### src/rtl/hex_seg_pkg.sv
// Shared definitions for the seven-segment read-back path: glyph table,
// segment bit order, FSM state type and digit width.
package hex_seg_pkg;

    // Segment bit order on the bus: bit0 = a ... bit6 = g
    localparam int SEG_A = 0;
    localparam int SEG_G = 6;
    localparam int SEG_W = SEG_G - SEG_A + 1;

    // Width of one decoded hex digit and of the digit-select index
    localparam int DIGIT_W = 4;
    localparam int DSEL_W  = 3;

    // Active-high glyphs; entry i is the pattern that shows hex digit i
    localparam logic [15:0][SEG_W-1:0] GLYPHS = {
        7'h71, 7'h79, 7'h5E, 7'h39, 7'h7C, 7'h77, 7'h6F, 7'h7F,
        7'h07, 7'h7D, 7'h6D, 7'h66, 7'h4F, 7'h5B, 7'h06, 7'h3F
    };

    // Scan controller states
    typedef enum logic [1:0] {
        IDLE,
        SETTLE,
        SAMPLE,
        DONE
    } state_t;

endpackage

### src/rtl/hex_seg_reader_if.sv
// Bus bundle between the segment reader and whoever drives the panel side
// and consumes the assembled word.
interface hex_seg_reader_if
    import hex_seg_pkg::*;
#(
    parameter int NUM_DIGITS = 8
) ();

    logic                          start;
    logic [SEG_W-1:0]              seg_in;
    logic [DSEL_W-1:0]             dig_sel;
    logic                          busy;
    logic [DIGIT_W*NUM_DIGITS-1:0] odata;
    logic                          valid;
    logic                          err;
    logic [NUM_DIGITS-1:0]         err_mask;

    // Requester side: issues scans, presents the selected digit's segments
    modport master (
        output start,
        output seg_in,
        input  dig_sel,
        input  busy,
        input  odata,
        input  valid,
        input  err,
        input  err_mask
    );

    // Reader side
    modport slave (
        input  start,
        input  seg_in,
        output dig_sel,
        output busy,
        output odata,
        output valid,
        output err,
        output err_mask
    );

endinterface

### src/rtl/hex_seg_reader_seg7_to_nibble.sv
// Combinational seven-segment to hex decoder. Only exact glyph matches are
// legal; anything else (blank included) yields nibble 0 with legal low.
module seg7_to_nibble
    import hex_seg_pkg::*;
(
    input  logic [SEG_G:SEG_A]   seg,
    output logic [DIGIT_W-1:0]   nibble,
    output logic                 legal
);

    // Search the glyph table for an exact match
    always_comb begin
        nibble = '0;
        legal  = 1'b0;
        for (int i = 0; i < 16; i++) begin
            if (seg == GLYPHS[i]) begin
                nibble = DIGIT_W'(i);
                legal  = 1'b1;
            end
        end
    end

endmodule

### src/rtl/hex_seg_reader.sv
// Seven-segment read-back scanner: steps dig_sel across the panel, waits for
// the multiplexed bus to settle, decodes each digit and publishes a word.
// Build option: SEG_ACTIVE_LOW_EN inverts the registered segments before
// decoding, for common-anode panels.
module hex_seg_reader
    import hex_seg_pkg::*;
#(
    parameter int NUM_DIGITS    = 8,
    parameter int SETTLE_CYCLES = 2
) (
    input  logic             clk,
    input  logic             rst,
    hex_seg_reader_if.slave  bus
);

    localparam int WORD_W = DIGIT_W * NUM_DIGITS;
    localparam int CNT_W  = $clog2(SETTLE_CYCLES + 1);
    localparam logic [DSEL_W-1:0] LAST_DIG = DSEL_W'(NUM_DIGITS - 1);
    localparam logic [CNT_W-1:0]  LAST_CNT = CNT_W'(SETTLE_CYCLES - 1);

    state_t              state_q, state_d;
    logic [CNT_W-1:0]    settle_cnt_q, settle_cnt_d;
    logic [DSEL_W-1:0]   dig_sel_q, dig_sel_d;
    logic [SEG_W-1:0]    seg_q, seg_d;
    logic [WORD_W-1:0]   shadow_word_q, shadow_word_d;
    logic [NUM_DIGITS-1:0] shadow_mask_q, shadow_mask_d;
    logic [WORD_W-1:0]   odata_q, odata_d;
    logic                err_q, err_d;
    logic [NUM_DIGITS-1:0] err_mask_q, err_mask_d;
    logic                valid_q, valid_d;

    logic [SEG_W-1:0]    seg_dec;
    logic [DIGIT_W-1:0]  dec_nibble;
    logic                dec_legal;

    assign seg_d = bus.seg_in;

    // Present the registered segments to the decoder in active-high form
    always_comb begin
`ifdef SEG_ACTIVE_LOW_EN
        seg_dec = ~seg_q;
`else
        seg_dec = seg_q;
`endif
    end

    seg7_to_nibble u_decode (
        .seg    (seg_dec),
        .nibble (dec_nibble),
        .legal  (dec_legal)
    );

    // Scan sequencing: settle, sample each digit, then publish on DONE
    always_comb begin
        state_d       = state_q;
        settle_cnt_d  = settle_cnt_q;
        dig_sel_d     = dig_sel_q;
        shadow_word_d = shadow_word_q;
        shadow_mask_d = shadow_mask_q;
        odata_d       = odata_q;
        err_d         = err_q;
        err_mask_d    = err_mask_q;
        valid_d       = 1'b0;

        case (state_q)
            IDLE: begin
                dig_sel_d = '0;
                if (bus.start) begin
                    state_d       = SETTLE;
                    settle_cnt_d  = '0;
                    shadow_word_d = '0;
                    shadow_mask_d = '0;
                end
            end

            SETTLE: begin
                if (settle_cnt_q == LAST_CNT) begin
                    settle_cnt_d = '0;
                    state_d      = SAMPLE;
                end else begin
                    settle_cnt_d = settle_cnt_q + 1'b1;
                end
            end

            SAMPLE: begin
                shadow_word_d[dig_sel_q*DIGIT_W +: DIGIT_W] =
                    dec_legal ? dec_nibble : '0;
                if (!dec_legal) begin
                    shadow_mask_d[dig_sel_q] = 1'b1;
                end
                if (dig_sel_q == LAST_DIG) begin
                    state_d = DONE;
                end else begin
                    dig_sel_d    = dig_sel_q + 1'b1;
                    settle_cnt_d = '0;
                    state_d      = SETTLE;
                end
            end

            DONE: begin
                odata_d    = shadow_word_q;
                err_mask_d = shadow_mask_q;
                err_d      = |shadow_mask_q;
                valid_d    = 1'b1;
                dig_sel_d  = '0;
                state_d    = IDLE;
            end

            default: begin
                state_d = IDLE;
            end
        endcase
    end

    // All state, including the input register, clears on reset
    always_ff @(posedge clk or negedge rst) begin
        if (!rst) begin
            state_q       <= IDLE;
            settle_cnt_q  <= '0;
            dig_sel_q     <= '0;
            seg_q         <= '0;
            shadow_word_q <= '0;
            shadow_mask_q <= '0;
            odata_q       <= '0;
            err_q         <= 1'b0;
            err_mask_q    <= '0;
            valid_q       <= 1'b0;
        end else begin
            state_q       <= state_d;
            settle_cnt_q  <= settle_cnt_d;
            dig_sel_q     <= dig_sel_d;
            seg_q         <= seg_d;
            shadow_word_q <= shadow_word_d;
            shadow_mask_q <= shadow_mask_d;
            odata_q       <= odata_d;
            err_q         <= err_d;
            err_mask_q    <= err_mask_d;
            valid_q       <= valid_d;
        end
    end

    assign bus.dig_sel  = dig_sel_q;
    assign bus.busy     = (state_q != IDLE);
    assign bus.odata    = odata_q;
    assign bus.valid    = valid_q;
    assign bus.err      = err_q;
    assign bus.err_mask = err_mask_q;

endmodule

### src/flat_wrapper.sv
// flat-port wrapper written by rule: the top's interface ports become plain ports
module hex_seg_reader_flat import hex_seg_pkg::*;
#(
    parameter int NUM_DIGITS    = 8,
    parameter int SETTLE_CYCLES = 2
)
  (clk, rst, bus_start, bus_seg_in, bus_dig_sel, bus_busy, bus_odata, bus_valid, bus_err, bus_err_mask);
  hex_seg_reader_if #(.NUM_DIGITS(NUM_DIGITS)) bus_i ();
  input  logic clk;
  input  logic rst;
  input wire logic [$bits(bus_i.start)-1:0] bus_start;
  input wire logic [$bits(bus_i.seg_in)-1:0] bus_seg_in;
  output wire logic [$bits(bus_i.dig_sel)-1:0] bus_dig_sel;
  output wire logic [$bits(bus_i.busy)-1:0] bus_busy;
  output wire logic [$bits(bus_i.odata)-1:0] bus_odata;
  output wire logic [$bits(bus_i.valid)-1:0] bus_valid;
  output wire logic [$bits(bus_i.err)-1:0] bus_err;
  output wire logic [$bits(bus_i.err_mask)-1:0] bus_err_mask;
  assign bus_i.start = bus_start;
  assign bus_i.seg_in = bus_seg_in;
  assign bus_dig_sel = bus_i.dig_sel;
  assign bus_busy = bus_i.busy;
  assign bus_odata = bus_i.odata;
  assign bus_valid = bus_i.valid;
  assign bus_err = bus_i.err;
  assign bus_err_mask = bus_i.err_mask;
  hex_seg_reader #(.NUM_DIGITS(NUM_DIGITS), .SETTLE_CYCLES(SETTLE_CYCLES)) u_core (.clk(clk), .rst(rst), .bus(bus_i));
endmodule
### config.mk
export PLATFORM = sky130hd
export DESIGN_NAME = hex_seg_reader_flat
export DESIGN_NICKNAME = d
export VERILOG_FILES = /design/src/rtl/hex_seg_pkg.sv /design/src/rtl/hex_seg_reader_if.sv /design/src/rtl/hex_seg_reader_seg7_to_nibble.sv /design/src/rtl/hex_seg_reader.sv /design/src/flat_wrapper.sv
export SDC_FILE = /design/constraint.sdc
export NUM_CORES = 1
export LEC_CHECK = 0
export CORE_ASPECT_RATIO = 1.5
export CORE_UTILIZATION = 55
export DETAILED_ROUTE_END_ITERATION = 8
export PLACE_DENSITY = 0.82
export RECOVER_POWER = 25
export SETUP_SLACK_MARGIN = 0.1
export SYNTH_ARGS = -nofsm -noshare
export SYNTH_HDL_FRONTEND = slang
export SYNTH_HIERARCHICAL = 1
export SYNTH_SLANG_ARGS = --single-unit
### constraint.sdc
create_clock -name clk -period 2.7 [get_ports clk]
set_input_delay 0.54 -clock clk [delete_from_list [all_inputs] [get_ports clk]]
set_output_delay 0.54 -clock clk [all_outputs]
set_load 0.05 [all_outputs]
Word level (Yosys, flattened, before mapping)
Cells that the tools add are included.
{"block": "classes", "addsub": 3, "multipliers": 0, "div_mod_pow": 0, "magnitude_cmp": 2, "eq_ne": 25, "shift": 2, "n_mux": 51, "n_bitwise": 1, "n_reduce_logical": 13}
{"cell": "== test 7 bit (second input constant)", "count": 12}
{"cell": "one-hot mux 32 bit (2 select lines)", "count": 1}
{"cell": "two-way mux 4 bit", "count": 15}
{"cell": "negator 5 -> 34 bit", "count": 1}
{"cell": "variable shift 4 x 34 -> 32 bit (first input constant)", "count": 1}
{"cell": "indexed part select 4 x 34 -> 32 bit", "count": 1}
{"cell": "bitwise mux 32 bit", "count": 1}
{"cell": "two-way mux 32 bit", "count": 1}
{"cell": "two-way mux 1 bit", "count": 19}
{"cell": "two-way mux 8 bit", "count": 2}
{"cell": "one-hot mux 8 bit (2 select lines)", "count": 1}
{"cell": "== test 7 x 3 -> 1 bit (second input constant)", "count": 2}
{"cell": "== test 7 x 6 -> 1 bit (second input constant)", "count": 2}
{"cell": "two-way mux 2 bit", "count": 6}
{"cell": "bitwise OR 8 bit", "count": 1}
{"cell": "one-hot mux 2 bit (4 select lines)", "count": 1}
{"cell": "OR reduction 8 bit", "count": 1}
{"cell": "inequality test 2 bit (second input constant)", "count": 3}
{"cell": "one-hot mux 2 bit (3 select lines)", "count": 1}
{"cell": "one-hot mux 3 bit (2 select lines)", "count": 1}
{"cell": "AND reduction 2 bit", "count": 3}
{"cell": "AND reduction 3 bit", "count": 2}
{"cell": "nonzero test 2 bit", "count": 3}
{"cell": "== test 2 x 1 -> 1 bit (second input constant)", "count": 2}
{"cell": "13 further kinds", "count": 14}
{"block": "totals", "ff_bits": 96, "latch_bits": 0, "ramBits": 0, "romBits": 0, "elab_cells": 107, "mem_count": 0}

Logic depth before layout (Yosys ltp)
Gate-level depths: netlist of run 1.
{"block": "depth", "depth_word": 21, "ltp_mapped": 10, "depth_no_buf": 8}

By module
The synthesis of run 1 kept the hierarchy.
{"module": "hex_seg_reader", "instances": 1, "cells_each": 309, "area_per_inst_um2": 3953.8, "seq_area_each_um2": 2402.3}
{"module": "seg7_to_nibble", "instances": 1, "cells_each": 61, "area_per_inst_um2": 415.4, "seq_area_each_um2": 0.0}

Worst setup path before layout of run 1
Ideal clock, no wire load.
{"block": "synth_path", "path_kind": "register to register", "from": "reg u_core.dig_sel_q[1], in the netlist u_core/bus.dig_sel[1]", "to": "reg u_core.shadow_word_q[2]", "arrival_ns": 2.309, "required_ns": 2.579, "slack_ns": 0.270, "stages_incl_launch_ff": 9, "period_less_slack_ns": 2.430, "cell_sequence": "dfrtp_1 > buf_2 > inv_1 > ha_1 > ha_1 > nor4b_4 > a21oi_1 > or2_4 > a22o_1"}
{"block": "synth_between", "elab_chain_len": 4, "elab_cells_between_ends": 5, "classes_between": "add/sub: 1; shift: 2; mux: 2"}
{"item": "start: declaration", "line": "hex_seg_reader.sv:23", "rtl": "logic [DSEL_W-1:0] dig_sel_q, dig_sel_d;"}
{"item": "start signal: assignment", "line": "hex_seg_reader.sv:131", "rtl": "dig_sel_q <= dig_sel_d;"}
{"item": "negator 5 -> 34 bit *", "line": "hex_seg_reader.sv:86", "rtl": "shadow_word_d[dig_sel_q*DIGIT_W +: DIGIT_W] ="}
{"item": "indexed part select 4 x 34 -> 32 bit or variable shift 4 x 34 -> 32 bit (tied branches)", "line": "hex_seg_reader.sv:86"}
{"item": "bitwise mux 32 bit *", "line": "hex_seg_reader.sv:86"}
{"item": "one-hot mux 32 bit (2 select lines) *", "line": "hex_seg_reader.sv:65", "rtl": "case (state_q)"}
{"item": "end signal: assignment", "line": "hex_seg_reader.sv:133", "rtl": "shadow_word_q <= shadow_word_d;"}
{"item": "end: declaration", "line": "hex_seg_reader.sv:25", "rtl": "logic [WORD_W-1:0] shadow_word_q, shadow_word_d;"}
Mark *: on every way between the ends. The rest lies on a longest branch, timed or not.
A chain may end at the register's enable or synchronous reset.

Worst setup path after layout of run 1
{"block": "layout_path", "from": "reg u_core.state_q[0]", "to": "out bus_busy"}
{"block": "layout_between", "elab_chain_len": 1}
{"item": "start: declaration", "line": "hex_seg_reader.sv:21", "rtl": "state_t state_q, state_d;"}
{"item": "start signal: assignment", "line": "hex_seg_reader.sv:129", "rtl": "state_q <= state_d;"}
{"item": "nonzero test 2 bit", "line": "hex_seg_reader.sv:143", "rtl": "assign bus.busy = (state_q != IDLE);"}
{"item": "end: declaration", "line": "flat_wrapper.sv:14", "rtl": "output wire logic [$bits(bus_i.busy)-1:0] bus_busy;"}
Every way passes these cells.

==> impl_metrics.csv, run 1 <==
group,metric,value,unit
logic_synthesis,synthesis.instances,370,
cells_and_area,drive_gt1_share,21.8,%
cts,cts_htree_levels,3,
pwr,pwr_density_cell,832,nW/um^2
place,place.detailed.hpwl,6.51,mm
cts,insertion_delay,0.34,ns
pwr,internal-power,0.00281,W
cells_and_area,num-nets-final,449,
floorplanning,fp.dieArea,8310,sq um
routing,vias_per_cell,5.88,
place,placement.cell_area,5020,sq um
setup_path,crit_top_cell,"inv_1",
routing,drc,0,
floorplanning,io-pin-count,56,
setup_path,crit_path_top_delay_cell,"clkdlybuf4s50_1",
floorplanning,core_region_area,7660,sq um
logic_synthesis,postSynthRegisterBits,96,
logic_synthesis,synth-seq-area-share,55.0,%
place,placed_cells_incl_taps,519,
setup_path,worstPathRequired,2.16,ns
logic_synthesis,yosysTopAreaCell,"dfrtp_1",
sta,finalCriticalPeriod,2.45,ns
sta,final.setup_skew,0.00769,ns
global_routing,global_route_wire_length_before_repair,15.4,mm
hold_path,timing.hold.worst.class,"in2async",
sta,post-route-period-util,90.7,%
pwr,sw_frac_of_total,36.7,%
logic_synthesis,synth_area,4370,sq um
setup_path,timing.critical_path.arrival,1.91,ns
sta,totalNegativeSetupSlack,0,ns
logic_synthesis,synthDistinctLibCells,65,
cells_and_area,area_delta_synth_final,22.0,%
logic_synthesis,synthesis.nets,389,
logic_synthesis,synthesis.yosys.warnings,6,
global_routing,grt.total_usage,24.7,%
sta,maxClockFrequency,0.409,GHz
cts,cts.root.buffer_cell,"clkbuf_16",
routing,vias,3155,
place,gpl.final_weighted_congestion,0.888,
cts,tritoncts.num_buffers,9,
sta,maxSlewHeadroom,29.1,%
cells_and_area,fin_area,5330,sq um
floorplanning,die_height,111,um
cts,cts_tree,"done",
logic_synthesis,post_synth.cell_area_avg,11.8,sq um
floorplanning,dieWidth,74.8,um
pwr,power.switching,0.00163,W
setup_path,endpoint_kind,"output pin",
setup_path,worst_path_largest_cell_delay,0.79,ns
sta,worst-slew-pin-transition,1.06,ns
pwr,leakage,2.39,nW
sta,finalMaxSlewViolations,0,
floorplanning,row_count,39,
routing,drt_pass1_iterations,4,
logic_synthesis,proportion_of_synthesized_flip_flops_having_asynchronous_set_or_reset,100,%
job,maximum_capacitance_violations,0,
logic_synthesis,share_of_yosys_cell_area_claimed_by_the_top_area_cell_type,55.0,%
global_routing,number_of_global_route_vias_before_repair,3198,
cts,clk_pin_slew_worst_paths,0.07,ns
routing,wire_per_inst,17.0,um
global_routing,grt_antenna_before_repair,0,
routing,drt-total-wl,9.14,mm
sta,rsz0062_at_grt,"false",
pwr,power_frac_comb,36.2,%
logic_synthesis,synth_most_common_cell,"dfrtp_1",
routing,route.antenna.remaining_nets,0,
floorplanning,starting_density_of_the_core,57.0,%
setup_path,crit_chain,"inv_1 -> ha_1 -> inv_1 -> clkdlybuf4s50_1",
routing,first_iter_violations,235,
sta,final_hold_viol_count,0,
global_routing,grt_overflow,0,
sta,setup_viol,0,
cts,max-clock-path-buffers,2,
setup_path,timing.critical_path.fanout_max,5,
setup_path,timing_worst_setup_path_type,"reg2out",
place,portBuffers,55,
cells_and_area,final_cells,537,
cts,cts_hold_buffers,0,
logic_synthesis,synth-edff-count,0,
logic_synthesis,ys.flop_type,"dfrtp_1",
pwr,vdd_ir_drop_max,0.000449,V
cells_and_area,insertedDiodeCount,0,
pwr,share_clk_of_total_power,26.2,%
pwr,sequential_cell_fraction_of_total_power,37.7,%
global_routing,largest_net_degree_at_the_start_of_global_routing,55,
logic_synthesis,yosys-top-cells-count,"dfrtp_1 (96), mux2_2 (41), nand2_1 (36), o21ai_1 (24), nor2_1 (17)",
cells_and_area,fillCellCount,571,
status,run_status,"finished, final reports clean",
cts,cts_sinks,96,
logic_synthesis,post_synth_main_area_contributors,"dfrtp_1 (55%), mux2_2 (11%), nand2_1 (3.1%), o21ai_1 (2.7%), ha_1 (2.6%)",
setup_path,startpoint_type,"flop",
[critical path, delay by kind of cell (launching register included)]
family / cells / cell delay (ns)
flops: 1 / 0.41
buf+inv: 3 / 0.93
fa+ha+maj: 1 / 0.22
[cell families (layout without fill, tap and decap cells)]
family          Yosys count  count (layout)  share of synthesized area [%]
simple gates            110             110                           14.4
flops                    96              96                           55.0
compound gates           81              81                           12.9
mux                      43              43                           11.1
buf+inv                  28              93                           3.46
fa+ha+maj                 9               9                           2.58
xor+xnor                  3               3                          0.601
[repair_timing]
action	4_1_cts	5_1_grt
gates resized for setup	0	7
setup buffers	0	2
setup endpoints to repair	0	24
[path summary, 6_finish.rpt]
| path | from | to | slack [ns] | cells after the start |
|---|---|---|---|---|
| max | u_core/state_q[0]$_DFFE_PN0P_ | bus_busy | 0.25 | 4 |
| max reg2reg | u_core/seg_dec[1]$_DFF_PN0_ | u_core/shadow_word_q[16]$_DFFE_PN0P_ | 0.28 | 8 |
| min in group clk | u_core/shadow_word_q[13]$_DFFE_PN0P_ | u_core/shadow_word_q[13]$_DFFE_PN0P_ | 0.48 | 2 |
| min | rst | u_core/shadow_mask_q[1]$_DFFE_PN0P_ | 0.38 | 1 |
| min reg2reg | u_core/shadow_word_q[13]$_DFFE_PN0P_ | u_core/shadow_word_q[13]$_DFFE_PN0P_ | 0.48 | 2 |
| max in group asynchronous | rst | u_core/seg_dec[4]$_DFF_PN0_ | 1.48 | 2 |
[power by group through the flow]
stage | Combinational [W] | Clock, W | Sequential, W
2_1_floorplan | 0.000970 | 0 | 0.00189
3_3_place_gp | 0.00156 | 0 | 0.00169
3_5_place_dp | 0.00158 | 0 | 0.00170
4_1_cts | 0.00160 | 0.00119 | 0.00167
5_1_grt | 0.00174 | 0.00125 | 0.00169
6_report | 0.00160 | 0.00116 | 0.00167
[cell type report]
class                           instances  area (sq um)  area share, %
Sequential cell                        96          2410           45.2
Multi-Input combinational cell        246          1830           34.4
Timing Repair Buffer                   68           656           12.3
Clock buffer                           11           233           4.37
Tap cell                              102           128           2.39
Clock inverter                          5          41.3          0.775
Inverter                                9          33.8          0.634
[metrics by stage]
stage	power [W]	worst slack (ns)	hold slack (ns)	utilization, %
2_1_floorplan	0.00286	0.270	0.244	-
3_3_place_gp	0.00325	0.270	0.459	65.6
3_5_place_dp	0.00328	0.141	0.476	65.6
4_1_cts	0.00446	0.123	0.195	69.2
5_1_grt	0.00468	0.116	0.472	69.6
6_report	0.00443	0.252	0.380	69.6
[registers in the layout (all words and copies together), names as in the netlist]
register,cells
u_core/bus.odata,32
u_core/shadow_word_q,32
u_core/bus.err_mask,8
u_core/shadow_mask_q,8
u_core/seg_dec,7
u_core/bus.dig_sel,3
u_core/settle_cnt_q,2
u_core/state_q,2
u_core/bus.err,1
u_core/bus.valid,1
[cells in the final DEF, fill, tap and decap left out, drive strengths merged, types with 5 or more instances in the layout]
| master | Yosys | final |
|---|---|---|
| a21oi | 9 | 9 |
| a31oi | 5 | 5 |
| buf | 16 | 13 |
| clkbuf | 3 | 12 |
| clkdlybuf4s50 | 0 | 47 |
| dfrtp | 96 | 96 |
| dlygate4sd3 | 0 | 7 |
| ha | 9 | 9 |
| inv | 9 | 10 |
| mux2 | 42 | 42 |
| nand2 | 39 | 39 |
| nand3 | 10 | 10 |
| nor2 | 18 | 18 |
| nor3 | 7 | 7 |
| o21ai | 25 | 25 |
[layer usage]
layer / track usage, % / wire, um
met5: 0 / 0
met4: 10.8 / 251
met3: 5.55 / 401
met2: 40.0 / 4820
met1: 30.9 / 3660
Power figures use the tool's default switching activity.
==> run 2: changes to the inputs <==
ABC_AREA = 1   (was not set)
==> run 2 against run 1 <==
  * The flow now finishes with violations (capacitance limit, slew limit)
  * Combinational power grew 26%
  * First-iteration DRC count shrank 1.3%
  * Largest power group is now combinational cells
  * Clock skew shrank 0.0035 ns
==> impl_metrics.csv, run 2 <==
group,metric,value,unit
status,run_status,"finished with violations",
status,violations_in_the_final_reports,"capacitance limit, slew limit",
global_routing,grt.total_usage,24.2,%
setup_path,crit_chain,"inv_1 -> ha_1 -> inv_1 -> clkdlybuf4s50_1",
sta,finalCriticalPeriod,2.52,ns
global_routing,groute.layer.met3.usage,3.74,%
cts,cts_hold_buffers,0,
cts,clk_pin_slew_worst_paths,0.06,ns
logic_synthesis,yosysTopAreaCell,"dfrtp_1",
cells_and_area,drive_gt1_share,11.4,%
cts,insertion_delay,0.34,ns
logic_synthesis,synth-seq-area-share,53.3,%
setup_path,crit_path_top_delay_cell,"clkdlybuf4s50_1",
logic_synthesis,post_synth_main_area_contributors,"dfrtp_1 (53%), nand2_1 (15%), inv_1 (3.8%), nand3_1 (3.7%), o21ai_0 (3.2%)",
setup_path,crit_family,"buffers and inverters",
place,place.detailed.hpwl,6.99,mm
sta,totalNegativeSetupSlack,0,ns
cts,cts.root.buffer_cell,"clkbuf_16",
logic_synthesis,synth-edff-count,0,
sta,finalMaxSlewViolations,38,
hold_path,timing.hold.worst.class,"reg2reg",
pwr,vdd_ir_drop_max,0.000403,V
sta,maxClockFrequency,0.397,GHz
sta,maxSlewHeadroom,-34.4,%
floorplanning,die_height,113,um
global_routing,busiest_layer,"met2",
cells_and_area,layout_commonest_cell,"nand2_1",
global_routing,number_of_global_route_vias_before_repair,3535,
job,maximum_capacitance_violations,1,
global_routing,grt_overflow,0,
pwr,pwr_density_cell,909,nW/um^2
logic_synthesis,synth_area,4500,sq um
floorplanning,io-pin-count,56,
setup_path,r2r_start,"u_core/bus.dig_sel[0]$_DFFE_PN0P_",
setup_path,worstPathRequired,2.16,ns
global_routing,met2_usage,42.4,%
cts,cts-resized-gates,0,
floorplanning,row_count,40,
logic_synthesis,synthDistinctLibCells,35,
setup_path,timing_worst_setup_path_type,"reg2out",
setup_path,crit_buf_inv,3,
logic_synthesis,synthesis.instances,522,
routing,wire_per_inst,13.6,um
global_routing,grt_antenna_before_repair,0,
logic_synthesis,ys.flop_type,"dfrtp_1",
setup_path,timing.critical_path.arrival,1.98,ns
setup_path,startpoint_type,"flop",
pwr,leakage,2.65,nW
routing,first_iter_violations,232,
setup_path,worst-r2r-cell-count,9,
routing,vias,3596,
global_routing,largest_net_degree_at_the_start_of_global_routing,60,
place,dp_worst_setup_slack,0.537,ns
floorplanning,fp.dieArea,8560,sq um
cells_and_area,final_cell_mix,"nand2_1 (179), dfrtp_1 (96), clkdlybuf4s50_1 (47)",
sta,setup_viol,0,
cells_and_area,fillCellCount,634,
setup_path,crit_top_cell,"inv_1",
sta,final.setup_skew,0.00418,ns
cts,cts_tree,"done",
setup_path,timing.critical_path.depth,4,
logic_synthesis,synthesis.nets,541,
routing,drt-total-wl,9.34,mm
routing,drc,0,
logic_synthesis,share_of_yosys_cell_area_claimed_by_the_top_area_cell_type,53.3,%
sta,rsz0062_at_grt,"false",
sta,post-route-period-util,93.2,%
cts,cts_sinks,96,
logic_synthesis,postSynthRegisterBits,96,
sta,final_hold_viol_count,0,
setup_path,timing.critical_path.fanout_max,4,
setup_path,critPathCapture,"bus_busy",
cts,cts_htree_levels,3,
global_routing,met1_usage,27.5,%
logic_synthesis,synth_most_common_cell,"nand2_1",
place,gpl.final_weighted_congestion,0.949,
logic_synthesis,synthesis.yosys.warnings,6,
hold_path,hold_start,"u_core/bus.odata[25]$_DFFE_PN0P_",
cells_and_area,area_delta_synth_final,20.3,%
logic_synthesis,proportion_of_synthesized_flip_flops_having_asynchronous_set_or_reset,100,%
setup_path,endpoint_kind,"output pin",
setup_path,r2r_slack,0.51,ns
logic_synthesis,post_synth.cell_area_avg,8.63,sq um
global_routing,global_route_wire_length_before_repair,15.6,mm
logic_synthesis,yosys-top-cells-count,"nand2_1 (179), dfrtp_1 (96), inv_1 (45), nand3_1 (33), o21ai_0 (29)",
place,portBuffers,55,
cts,max-clock-path-buffers,2,
routing,route.antenna.remaining_nets,0,
cts,cts_setup_buffers,0,
sta,worst-slew-pin-transition,2.02,ns
setup_path,worst_path_largest_cell_delay,0.79,ns
sta,final.setup.worst_slack,0.183,ns
floorplanning,dieWidth,75.9,um
routing,drt_pass1_iterations,5,
cts,tritoncts.num_buffers,9,
cells_and_area,num-nets-final,596,
routing,vias_per_cell,5.24,
floorplanning,core_region_area,7960,sq um
setup_path,regToRegEndpoint,"u_core/shadow_word_q[23]$_DFFE_PN0P_",
floorplanning,starting_density_of_the_core,56.6,%
cells_and_area,insertedDiodeCount,0,
setup_path,critical_path_source,"u_core/state_q[0]$_DFFE_PN0P_",
-- run 2: changes by cell type after synthesis, sizes merged, moves of 7 or more --
cell   before  now
nand2      39  192
inv         9   56
mux2       42    0
nand3      10   35
nor2       18   37
nor3        7   17
o21ai      25   35
buf        16    9
-- run 2: cell type report --
type	instances	area [sq um]	area share, %
inverter	56	225	4.16
clock inverter	5	56.3	1.04
sequential	96	2400	44.3
timing repair buffer	58	579	10.7
multi-input combinational	356	1790	32.9
clock buffer	10	239	4.41
tap	105	131	2.42
-- run 2: cells by family after synthesis --
kind of cell	after synthesis	synth area share (%)
and+or+nand+nor	290	29.9
buffers and inverters	70	7.00
DFF	96	53.3
adders and majority gates	9	2.50
AOI/OAI and AO/OA	57	7.25
-- run 2: routing by layer --
layer	part of all wire, %	up-vias	wire, um
met1	40	1716	3690
met2	54	87	5040
li1	-	1767	-
met5	0	-	0
met4	3.3	0	309
met3	3.1	26	294
-- run 2: report_power, final --
part	switching [W]	internal, W
sequential	0.0000970	0.00157
clock	0.000506	0.000737
combinational	0.00146	0.000557
total	0.00206	0.00287
-- run 2: worst min-delay path by stage --
stage                     slack [ns]                              endpoint  cells past startpoint
after floorplan                 0.24     u_core/bus.dig_sel[0]$_DFFE_PN0P_                      0
after global placement          0.45      u_core/bus.odata[19]$_DFFE_PN0P_                      2
after detailed placement        0.46      u_core/bus.odata[25]$_DFFE_PN0P_                      2
after CTS                       0.18   u_core/shadow_mask_q[6]$_DFFE_PN0P_                      1
after global routing            0.49  u_core/shadow_word_q[24]$_DFFE_PN0P_                      2
final                           0.47      u_core/bus.odata[25]$_DFFE_PN0P_                      2
-- run 2: through the flow --
stage	instance area (sq um)	hold slack (ns)	power, W	util [%]	instances
after floorplan	4500	0.244	0.00328	-	522
after global placement	5130	0.454	0.00366	64.4	671
after detailed placement	5130	0.458	0.00370	64.4	671
after CTS	5420	0.182	0.00496	68.1	686
after global routing	5420	0.493	0.00520	68.1	686
final	5420	0.470	0.00493	68.1	686
-- run 2: worst reg2reg max path, delay by kind of cell (launching register included) --
| kind | cells | cell delay (ns) |
|---|---|---|
| adder cells (fa/ha/maj) | 2 | 0.66 |
| flip-flops | 1 | 0.58 |
| AND/OR/NAND/NOR | 5 | 0.51 |
| buffers and inverters | 2 | 0.33 |
